<file path="src/rtl/shift_pkg.sv">
// ----------------------------------------------------------------------------
// shift_pkg
// Shared definitions for the sequential shift unit: operation encodings and
// the controller state type.
// No ports.
// ----------------------------------------------------------------------------
package shift_pkg;

    localparam logic [1:0] OP_SLL = 2'b00;
    localparam logic [1:0] OP_SRL = 2'b01;
    localparam logic [1:0] OP_SRA = 2'b10;
    localparam logic [1:0] OP_ROL = 2'b11;

    typedef enum logic [1:0] {
        ST_IDLE  = 2'd0,
        ST_SHIFT = 2'd1,
        ST_DONE  = 2'd2
    } state_e;

endpackage

</file>
<file path="src/rtl/shift_step.sv">
// ----------------------------------------------------------------------------
// shift_step
// Combinational shifter: shifts a WIDTH-bit value by 0..MAX_AMT bits using
// one of the four shift operations.
// Ports:
//   op     in  2      operation (OP_SLL / OP_SRL / OP_SRA / OP_ROL)
//   data   in  WIDTH  value to shift
//   amt    in  AMT_W  shift amount, 0..MAX_AMT
//   result out WIDTH  shifted value
// ----------------------------------------------------------------------------
module shift_step
    import shift_pkg::*;
#(
    parameter int WIDTH   = 16,
    parameter int MAX_AMT = 1,
    parameter int AMT_W   = $clog2(MAX_AMT + 1)
) (
    input  logic [1:0]       op,
    input  logic [WIDTH-1:0] data,
    input  logic [AMT_W-1:0] amt,
    output logic [WIDTH-1:0] result
);

    // Rotate: shift a doubled copy left; the upper half holds the rotated word.
    logic [2*WIDTH-1:0] rot;

    always_comb begin
        rot    = {data, data} << amt;
        result = data;
        case (op)
            OP_SLL:  result = data << amt;
            OP_SRL:  result = data >> amt;
            OP_SRA:  result = $signed(data) >>> amt;
            default: result = rot[2*WIDTH-1:WIDTH];
        endcase
    end

endmodule

</file>
<file path="src/rtl/seq_shifter.sv">
// ----------------------------------------------------------------------------
// seq_shifter
// Multi-cycle shift unit (SLL / SRL / SRA / ROL) with valid/ready handshakes.
// Shifts STEP bits per cycle; with SEQ_SHIFTER_FAST_EN defined a single-cycle
// barrel shifter is used instead and the SHIFT state is never entered.
//
// Ports:
//   CLK        in   1        clock, rising edge
//   RST_N      in   1        asynchronous active-low reset
//   in_valid   in   1        request valid
//   in_ready   out  1        unit can accept a request (IDLE)
//   op         in   2        operation
//   data_in    in   WIDTH    operand
//   shamt      in   SHAMT_W  shift amount
//   out_valid  out  1        result valid (DONE)
//   out_ready  in   1        consumer accepts result
//   data_out   out  WIDTH    result, held after the output handshake
//   busy       out  1        shifting in progress (SHIFT)
//
// State  | meaning
// -------+-----------------------------------------------------------
// IDLE   | waiting for a request, in_ready high
// SHIFT  | work register shifted min(STEP, rem) bits per cycle
// DONE   | result on data_out, waiting for out_ready
// ----------------------------------------------------------------------------
module seq_shifter
    import shift_pkg::*;
#(
    parameter int WIDTH   = 16,
    parameter int SHAMT_W = $clog2(WIDTH),
    parameter int STEP    = 1
) (
    input  logic               CLK,
    input  logic               RST_N,
    input  logic               in_valid,
    output logic               in_ready,
    input  logic [1:0]         op,
    input  logic [WIDTH-1:0]   data_in,
    input  logic [SHAMT_W-1:0] shamt,
    output logic               out_valid,
    input  logic               out_ready,
    output logic [WIDTH-1:0]   data_out,
    output logic               busy
);

    state_e state;

    assign in_ready  = (state == ST_IDLE);
    assign out_valid = (state == ST_DONE);
    assign busy      = (state == ST_SHIFT);

`ifdef SEQ_SHIFTER_FAST_EN

    logic [WIDTH-1:0] fast_res;

    shift_step #(
        .WIDTH   (WIDTH),
        .MAX_AMT (WIDTH - 1),
        .AMT_W   (SHAMT_W)
    ) u_step (
        .op     (op),
        .data   (data_in),
        .amt    (shamt),
        .result (fast_res)
    );

    always_ff @(posedge CLK or negedge RST_N) begin
        if (!RST_N) begin
            state    <= ST_IDLE;
            data_out <= '0;
        end else begin
            case (state)
                ST_IDLE: begin
                    if (in_valid) begin
                        data_out <= fast_res;
                        state    <= ST_DONE;
                    end
                end
                ST_DONE: begin
                    if (out_ready) state <= ST_IDLE;
                end
                default: state <= ST_IDLE;
            endcase
        end
    end

`else

    localparam int STEP_AW = $clog2(STEP + 1);
    localparam logic [SHAMT_W:0] STEP_EXT = (SHAMT_W + 1)'(STEP);

    logic [1:0]         op_q;
    logic [WIDTH-1:0]   work;
    logic [SHAMT_W-1:0] rem;
    logic [SHAMT_W:0]   rem_ext;
    logic [SHAMT_W:0]   s_full;
    logic [STEP_AW-1:0] step_amt;
    logic [WIDTH-1:0]   step_res;
    logic               last_step;

    // Extended by one bit so STEP == WIDTH still compares correctly.
    always_comb begin
        rem_ext   = {1'b0, rem};
        s_full    = (rem_ext < STEP_EXT) ? rem_ext : STEP_EXT;
        step_amt  = s_full[STEP_AW-1:0];
        last_step = (rem_ext == s_full);
    end

    shift_step #(
        .WIDTH   (WIDTH),
        .MAX_AMT (STEP),
        .AMT_W   (STEP_AW)
    ) u_step (
        .op     (op_q),
        .data   (work),
        .amt    (step_amt),
        .result (step_res)
    );

    always_ff @(posedge CLK or negedge RST_N) begin
        if (!RST_N) begin
            state    <= ST_IDLE;
            data_out <= '0;
            op_q     <= OP_SLL;
            work     <= '0;
            rem      <= '0;
        end else begin
            case (state)
                ST_IDLE: begin
                    if (in_valid) begin
                        op_q <= op;
                        work <= data_in;
                        rem  <= shamt;
                        if (shamt == '0) begin
                            data_out <= data_in;
                            state    <= ST_DONE;
                        end else begin
                            state <= ST_SHIFT;
                        end
                    end
                end
                ST_SHIFT: begin
                    work <= step_res;
                    rem  <= rem - s_full[SHAMT_W-1:0];
                    if (last_step) begin
                        data_out <= step_res;
                        state    <= ST_DONE;
                    end
                end
                ST_DONE: begin
                    if (out_ready) state <= ST_IDLE;
                end
                default: state <= ST_IDLE;
            endcase
        end
    end

`endif

endmodule

</file>
<file path="config.mk">
export PLATFORM = sky130hd
export DESIGN_NAME = seq_shifter
export DESIGN_NICKNAME = d
export VERILOG_FILES = /design/src/rtl/shift_pkg.sv /design/src/rtl/shift_step.sv /design/src/rtl/seq_shifter.sv
export SDC_FILE = /design/constraint.sdc
export NUM_CORES = 1
export LEC_CHECK = 0
export ABC_AREA = 1
export BUFFER_PORTS_ARGS = -buffer_cell sky130_fd_sc_hd__buf_2
export CAP_MARGIN = 20
export CORE_ASPECT_RATIO = 0.9
export CORE_MARGIN = 1
export CORE_UTILIZATION = 45
export CTS_BUF_LIST = sky130_fd_sc_hd__clkbuf_4 sky130_fd_sc_hd__clkbuf_8
export CTS_CLUSTER_DIAMETER = 80
export DETAILED_ROUTE_END_ITERATION = 8
export GPL_ROUTABILITY_DRIVEN = 0
export PLACE_DENSITY = 0.65
export SYNTH_ARGS = -nofsm -noshare
export SYNTH_HDL_FRONTEND = slang
export SYNTH_SLANG_ARGS = --single-unit
</file>
<file path="constraint.sdc">
create_clock -name CLK -period 2.11 [get_ports CLK]
set_input_delay 0.422 -clock CLK [delete_from_list [all_inputs] [get_ports CLK]]
set_output_delay 0.422 -clock CLK [all_outputs]
set_load 0.03 [all_outputs]
</file>
Word level (Yosys, flattened, before mapping)
Index checks and enable logic that the tools add are counted.
{"block": "totals", "elab_cells": 43, "in_bits": 26, "regBits": 40}
{"block": "classes", "shifts": 4, "n_eq_ne": 9, "n_mux": 15, "add_sub_neg": 1, "n_lt_le_gt_ge": 1, "n_reduce_logical": 8}
{"op": "$mux W16", "count": 4}
{"op": "$pmux W16 S2", "count": 2}
{"op": "$pmux W16 S3", "count": 1}
{"op": "$shl A32 B1 Y32", "count": 1}
{"op": "$shl A16 B1 Y16", "count": 1}
{"op": "$shr A16 B1 Y16", "count": 1}
{"op": "$sshr A16 B1 Y16", "count": 1}
{"op": "$mux W2", "count": 4}
{"op": "$mux W4", "count": 2}
{"op": "$pmux W4 S2", "count": 1}
{"op": "$ne A2 B1 Y1 const B", "count": 3}
{"op": "$pmux W2 S3", "count": 1}
{"op": "$eq A2 B1 Y1 const B", "count": 2}
{"op": "$eq A2 B2 Y1 const B", "count": 2}
{"op": "$eq A4 B4 Y1", "count": 1}
{"op": "$logic_not A2 Y1", "count": 2}
{"op": "$logic_not A4 Y1", "count": 1}
{"op": "$lt A4 B1 Y1 const B", "count": 1}
{"op": "$reduce_and A2 Y1", "count": 2}
{"op": "$reduce_and A4 Y1", "count": 1}
{"op": "$sub A4 B4 Y4", "count": 1}
{"op": "$reduce_and A3 Y1", "count": 1}
{"op": "$ne A2 B2 Y1 const B", "count": 1}
{"op": "$reduce_bool A2 Y1", "count": 1}

Depth between registers and ports, before layout
{"block": "logic_depth", "depth_word": 6, "depth_mapped": 12}

Modules after synthesis
From an unflattened synthesis, not the netlist that was laid out.
{"block": "unflattened", "hier_cells": 364, "area_unflattened_um2": 2462.4}
{"mod": "seq_shifter", "cells_per_inst": 253, "n_inst": 1, "seq_area_each_um2": 1001.0, "area_each_um2": 1965.6}
{"mod": "shift_step", "cells_per_inst": 111, "n_inst": 1, "seq_area_each_um2": 0.0, "area_each_um2": 496.7}

Worst setup path after synthesis
No wires, ideal clock.
{"block": "synth_path", "path_kind": "flip-flop to flip-flop", "start": "reg rem[1]", "end": "reg data_out[10]", "arrival_ps": 1608, "period_less_slack_ps": 1725, "setup_slack_ps": 385, "stages_incl_launch_ff": 12, "setup_time_ps": 117, "cell_sequence": "dfrtp_1 > nor2_2 > nand2_2 > buf_2 > nand2_1 > ha_1 > nand2_1 > nand2_2 > nand3_4 > buf_2 > nand2_1 > nand2_1"}
{"block": "synth_via", "elab_chain_cells": 6, "elab_cells_between_ends": 12, "cone_classes": "1 x order compare; 2 x eq/ne; 4 x shift; 4 x mux; 1 x reduce/logical"}
{"item": "start: declaration", "line_no": "seq_shifter.sv:94", "rtl": "logic [SHAMT_W-1:0] rem;"}
{"item": "start signal: assignment", "line_no": "seq_shifter.sv:133", "rtl": "rem <= shamt;"}
{"item": "start signal: assignment", "line_no": "seq_shifter.sv:144", "rtl": "rem <= rem - s_full[SHAMT_W-1:0];"}
{"item": "$lt A4 B1 Y1", "line_no": "seq_shifter.sv:104", "rtl": "s_full = (rem_ext < STEP_EXT) ? rem_ext : STEP_EXT;"}
{"item": "$mux W4", "line_no": "seq_shifter.sv:104"}
{"item": "$shl A32 B1 Y32 (tied with other cells)", "line_no": "shift_step.sv:28", "rtl": "rot = {data, data} << amt;"}
{"item": "$pmux W16 S3", "line_no": "shift_step.sv:30", "rtl": "case (op)"}
{"item": "$mux W16", "line_no": "seq_shifter.sv:145", "rtl": "if (last_step) begin"}
{"item": "$pmux W16 S2", "line_no": "seq_shifter.sv:128", "rtl": "case (state)"}
{"item": "end signal: assignment", "line_no": "seq_shifter.sv:135", "rtl": "data_out <= data_in;"}
{"item": "end signal: assignment", "line_no": "seq_shifter.sv:146", "rtl": "data_out <= step_res;"}
{"item": "end: declaration", "line_no": "seq_shifter.sv:42", "rtl": "output logic [WIDTH-1:0] data_out,"}
Several ways; a longest one is shown, not always the timed one. The select of a mux whose other input is x is not followed.
A chain may end at the register's enable or synchronous reset.

Worst setup path after layout
{"block": "layout_path", "start": "reg state[1]", "end": "out busy"}
{"block": "layout_via", "elab_chain_cells": 1}
{"item": "start: declaration", "line_no": "seq_shifter.sv:46", "rtl": "state_e state;"}
{"item": "start signal: assignment", "line_no": "seq_shifter.sv:122", "rtl": "state <= ST_IDLE;"}
{"item": "start signal: assignment", "line_no": "seq_shifter.sv:136", "rtl": "state <= ST_DONE;"}
{"item": "start signal: assignment", "line_no": "seq_shifter.sv:138", "rtl": "state <= ST_SHIFT;"}
{"item": "$eq A2 B1 Y1", "line_no": "seq_shifter.sv:50", "rtl": "assign busy = (state == ST_SHIFT);"}
{"item": "end: declaration", "line_no": "seq_shifter.sv:43", "rtl": "output logic busy"}
Every way passes these cells.

==> results.rst <==
.. list-table::
   :header-rows: 1

   * - Metric
     - Value
   * - Final slew viol count
     - 0
   * - Distinct cells, synth
     - 23
   * - Width of the die
     - 79.4 um
   * - Final clock period utilization by the worst path
     - 0.918
   * - Post-route worst hold slack
     - 0.168 ns
   * - Area used by sequential logic in the layout
     - 0.00100 mm2
   * - Post-Syn Instances
     - 357
   * - Hold violation count in the final report
     - 0
   * - Worst reg2reg path startpoint
     - state[1]$_DFFE_PN0P_
   * - Clock period minus worst slack
     - between 1.5 and 2 ns
   * - Clock root buffer
     - clkbuf_8
   * - TritonCTS clock tree
     - built
   * - Overall die height
     - approximately 72 um
   * - Total area of multi-input combinational cells
     - roughly 0.0012 mm2
   * - Crit path max-delay family
     - buffers and inverters
   * - Total negative setup slack
     - 0 ns
   * - Nets
     - between 400 and 500
   * - Half-perimeter wire length after detailed placement
     - about 4200 um
   * - Remaining DRCs
     - 0
   * - Setup repair after global routing missed its margin
     - no
   * - Htree depth
     - 2
   * - Kind of launch point of the worst setup path
     - register
   * - Initial Util
     - 0.484
   * - Highest cell delay on the worst timing path
     - between 0.4 and 0.5 ns
   * - Post-synthesis instance area
     - between 0.002 and 0.0025 mm2
   * - First-pass GRT wire length
     - between 10000 and 15000 um
   * - Finish-stage setup viols
     - 0
   * - Resized Gates After CTS
     - 0
   * - Headroom to the max-slew limit
     - 0.634
   * - Maximum number of pins on one net before global-route repair
     - 41
   * - Clock Pin Slew Worst Setup and Hold Paths
     - roughly 0.09 ns
   * - Cell Rows
     - 24
   * - Data required time of the worst path
     - about 1.7 ns
   * - Number of port buffers
     - between 40 and 50
   * - Fmax
     - between 500 and 600 MHz
   * - TritonCTS Buffers
     - 5
   * - Setup skew after layout
     - roughly 0.0061 ns
   * - # clock sinks
     - 40
   * - Maximum fanout along the worst path
     - 23
   * - Most common library cell in the layout ignoring fill and taps
     - nand2_1
   * - Worst setup path startpoint
     - state[1]$_DFFE_PN0P_
   * - Status
     - completed
   * - Number of max-cap violations
     - 0
   * - Number of filler instances in the final layout
     - approximately 500
   * - Post-CTS Setup Bufs
     - 0
   * - Synth Register Bits
     - 40
   * - Drt first-iter violations
     - around 300
   * - Share of synthesized area occupied by flip-flops and latches
     - 0.413
   * - Combined buffer and inverter count along the critical path
     - 3
   * - Peak ir drop on the vdd network
     - roughly 0.99 mV
   * - Classification of the worst setup path
     - register to output port
   * - Share of layout cells above drive strength 1
     - 0.170
   * - Clock latency reported for the late side of the worst-skew pair
     - about 0.3 ns
   * - CP Capture Type
     - output port
   * - Worst hold path type
     - primary input to asynchronous set/reset pin
   * - Tot GR Track Use
     - 0.230
   * - Worst path cell trace
     - inv_1 -> nand2_4 -> inv_4 -> buf_2
   * - Final ANT Viol Nets
     - 0
   * - CP arrival
     - approximately 1.5 ns
   * - GRT Residual Overflow
     - 0
   * - Number of warnings printed during yosys synthesis
     - 0
   * - Via count of the first global-routing pass
     - between 2000 and 2500
   * - Routed length per placed instance
     - approximately 13 um
   * - Initial antenna violation count
     - 0
   * - Cell leakage power
     - between 1.5 and 2 nW
   * - Area of the die
     - between 0.005 and 0.006 mm2
   * - Hold-fix buffers, CTS
     - 0
   * - Slowest-stage cell, CP
     - dfrtp_1
   * - Synth Net Count
     - 385
   * - Commonest cells after routing, fill and taps aside
     - 173 x nand2_1, 53 x nand3_1, 44 x buf_2
   * - Aggregate routed wire length
     - roughly 6000 um
   * - I/O pin cnt
     - 45
   * - Ratio of total power to cell area
     - between 1500 and 2000 mW/mm2
   * - Number of diodes added for antenna fixing
     - 0
   * - Mean Syn Cell Area
     - 6.79 um2
   * - Tightest Pin Transition
     - between 0.5 and 0.6 ns
   * - Via/cell ratio
     - ~5.1
   * - Via count
     - 2349
   * - Standard cell core area
     - 0.00501 mm2
   * - Largest buffer count on any clock path
     - 2
   * - Area growth from synthesis to final layout
     - 15.0%
   * - First-pass iteration count of the detailed router
     - 5
-- Yosys cell counts (all sizes together) --
library cell,instances,area share
nand3b,1,0.0031
o211ai,1,0.0031
o221ai,2,0.0072
dfrtp,40,0.41
inv,44,0.070
o31ai,1,0.0031
nand3,54,0.12
nor2,8,0.020
a21oi,3,0.0062
o21ai,3,0.0062
buf,15,0.040
o21bai,4,0.012
nand2,178,0.29
ha,2,0.010
or2,1,0.0026
-- flip-flops by register name, summed over array words and instances, names as in the netlist --
signal / count
data_out: 16
op_q: 2
rem: 4
state: 2
work: 16
-- stage by stage --
| stage | power (mW) | utilization | worst slack (ns) | area (um2) | cells |
|---|---|---|---|---|---|
| floorplan | 3.99 | - | 0.385 | 2420 | 357 |
| global placement | 4.64 | 0.532 | 0.519 | 2670 | 456 |
| detailed placement | 4.67 | 0.532 | 0.433 | 2670 | 456 |
| CTS | 5.38 | 0.556 | 0.165 | 2790 | 464 |
| global route | 5.88 | 0.556 | 0.0898 | 2790 | 464 |
| finish | 5.38 | 0.556 | 0.173 | 2790 | 464 |
-- area by class of cell --
class | count | share of cell area
clock buffer | 6 | 0.0296
timing repair buffer | 49 | 0.0924
tap | 65 | 0.0292
clock inverter | 2 | 0.0139
multi-input combinational | 258 | 0.415
sequential | 40 | 0.359
inverter | 44 | 0.0610
-- logic make-up (layout without fill, tap and decap cells) --
family | count (synthesis) | count (layout) | share of synthesized area
AND/OR/NAND/NOR | 242 | 242 | 0.429
flip-flops | 40 | 40 | 0.413
AO/OA/AOI/OAI | 14 | 14 | 0.0382
buffers and inverters | 59 | 101 | 0.110
adder cells (fa/ha/maj) | 2 | 2 | 0.0103
-- layer usage --
layer  vias up  GRT usage  wire length, um
met5         -          0                0
li1       1176          -                -
met2        76      0.316             2500
met3         8     0.0433              379
met1      1089      0.357             3040
met4         0     0.0808               78
-- path summary, 6_finish.rpt --
check / end / slack (ns) / cells past startpoint
max: busy / 0.17 / 4
min: op_q[0]$_DFFE_PN0P_ / 0.17 / 2
max reg2reg: data_out[15]$_DFFE_PN0P_ / 0.41 / 8
min reg2reg: data_out[1]$_DFFE_PN0P_ / 0.48 / 2
max in group asynchronous: data_out[13]$_DFFE_PN0P_ / 1.58 / 2
min in group CLK: rem[0]$_DFFE_PN0P_ / 0.38 / 3
-- worst reg2reg max path: stages, from the launching register on --
cell	delay, ns
dfrtp_1	0.42
inv_1	0.11
nand2_4	0.25
inv_4	0.15
nand2_2	0.13
nand3_4	0.20
inv_4	0.21
nand3_1	0.11
nand2_1	0.07
-- power breakdown --
part	internal, mW	switching [mW]	leakage (nW)
Sequential	1.16	0.244	0.492
Clock	0.387	0.304	0.0614
Combinational	0.998	2.29	1.13
Note: power is estimated with default switching activity, not from simulation.
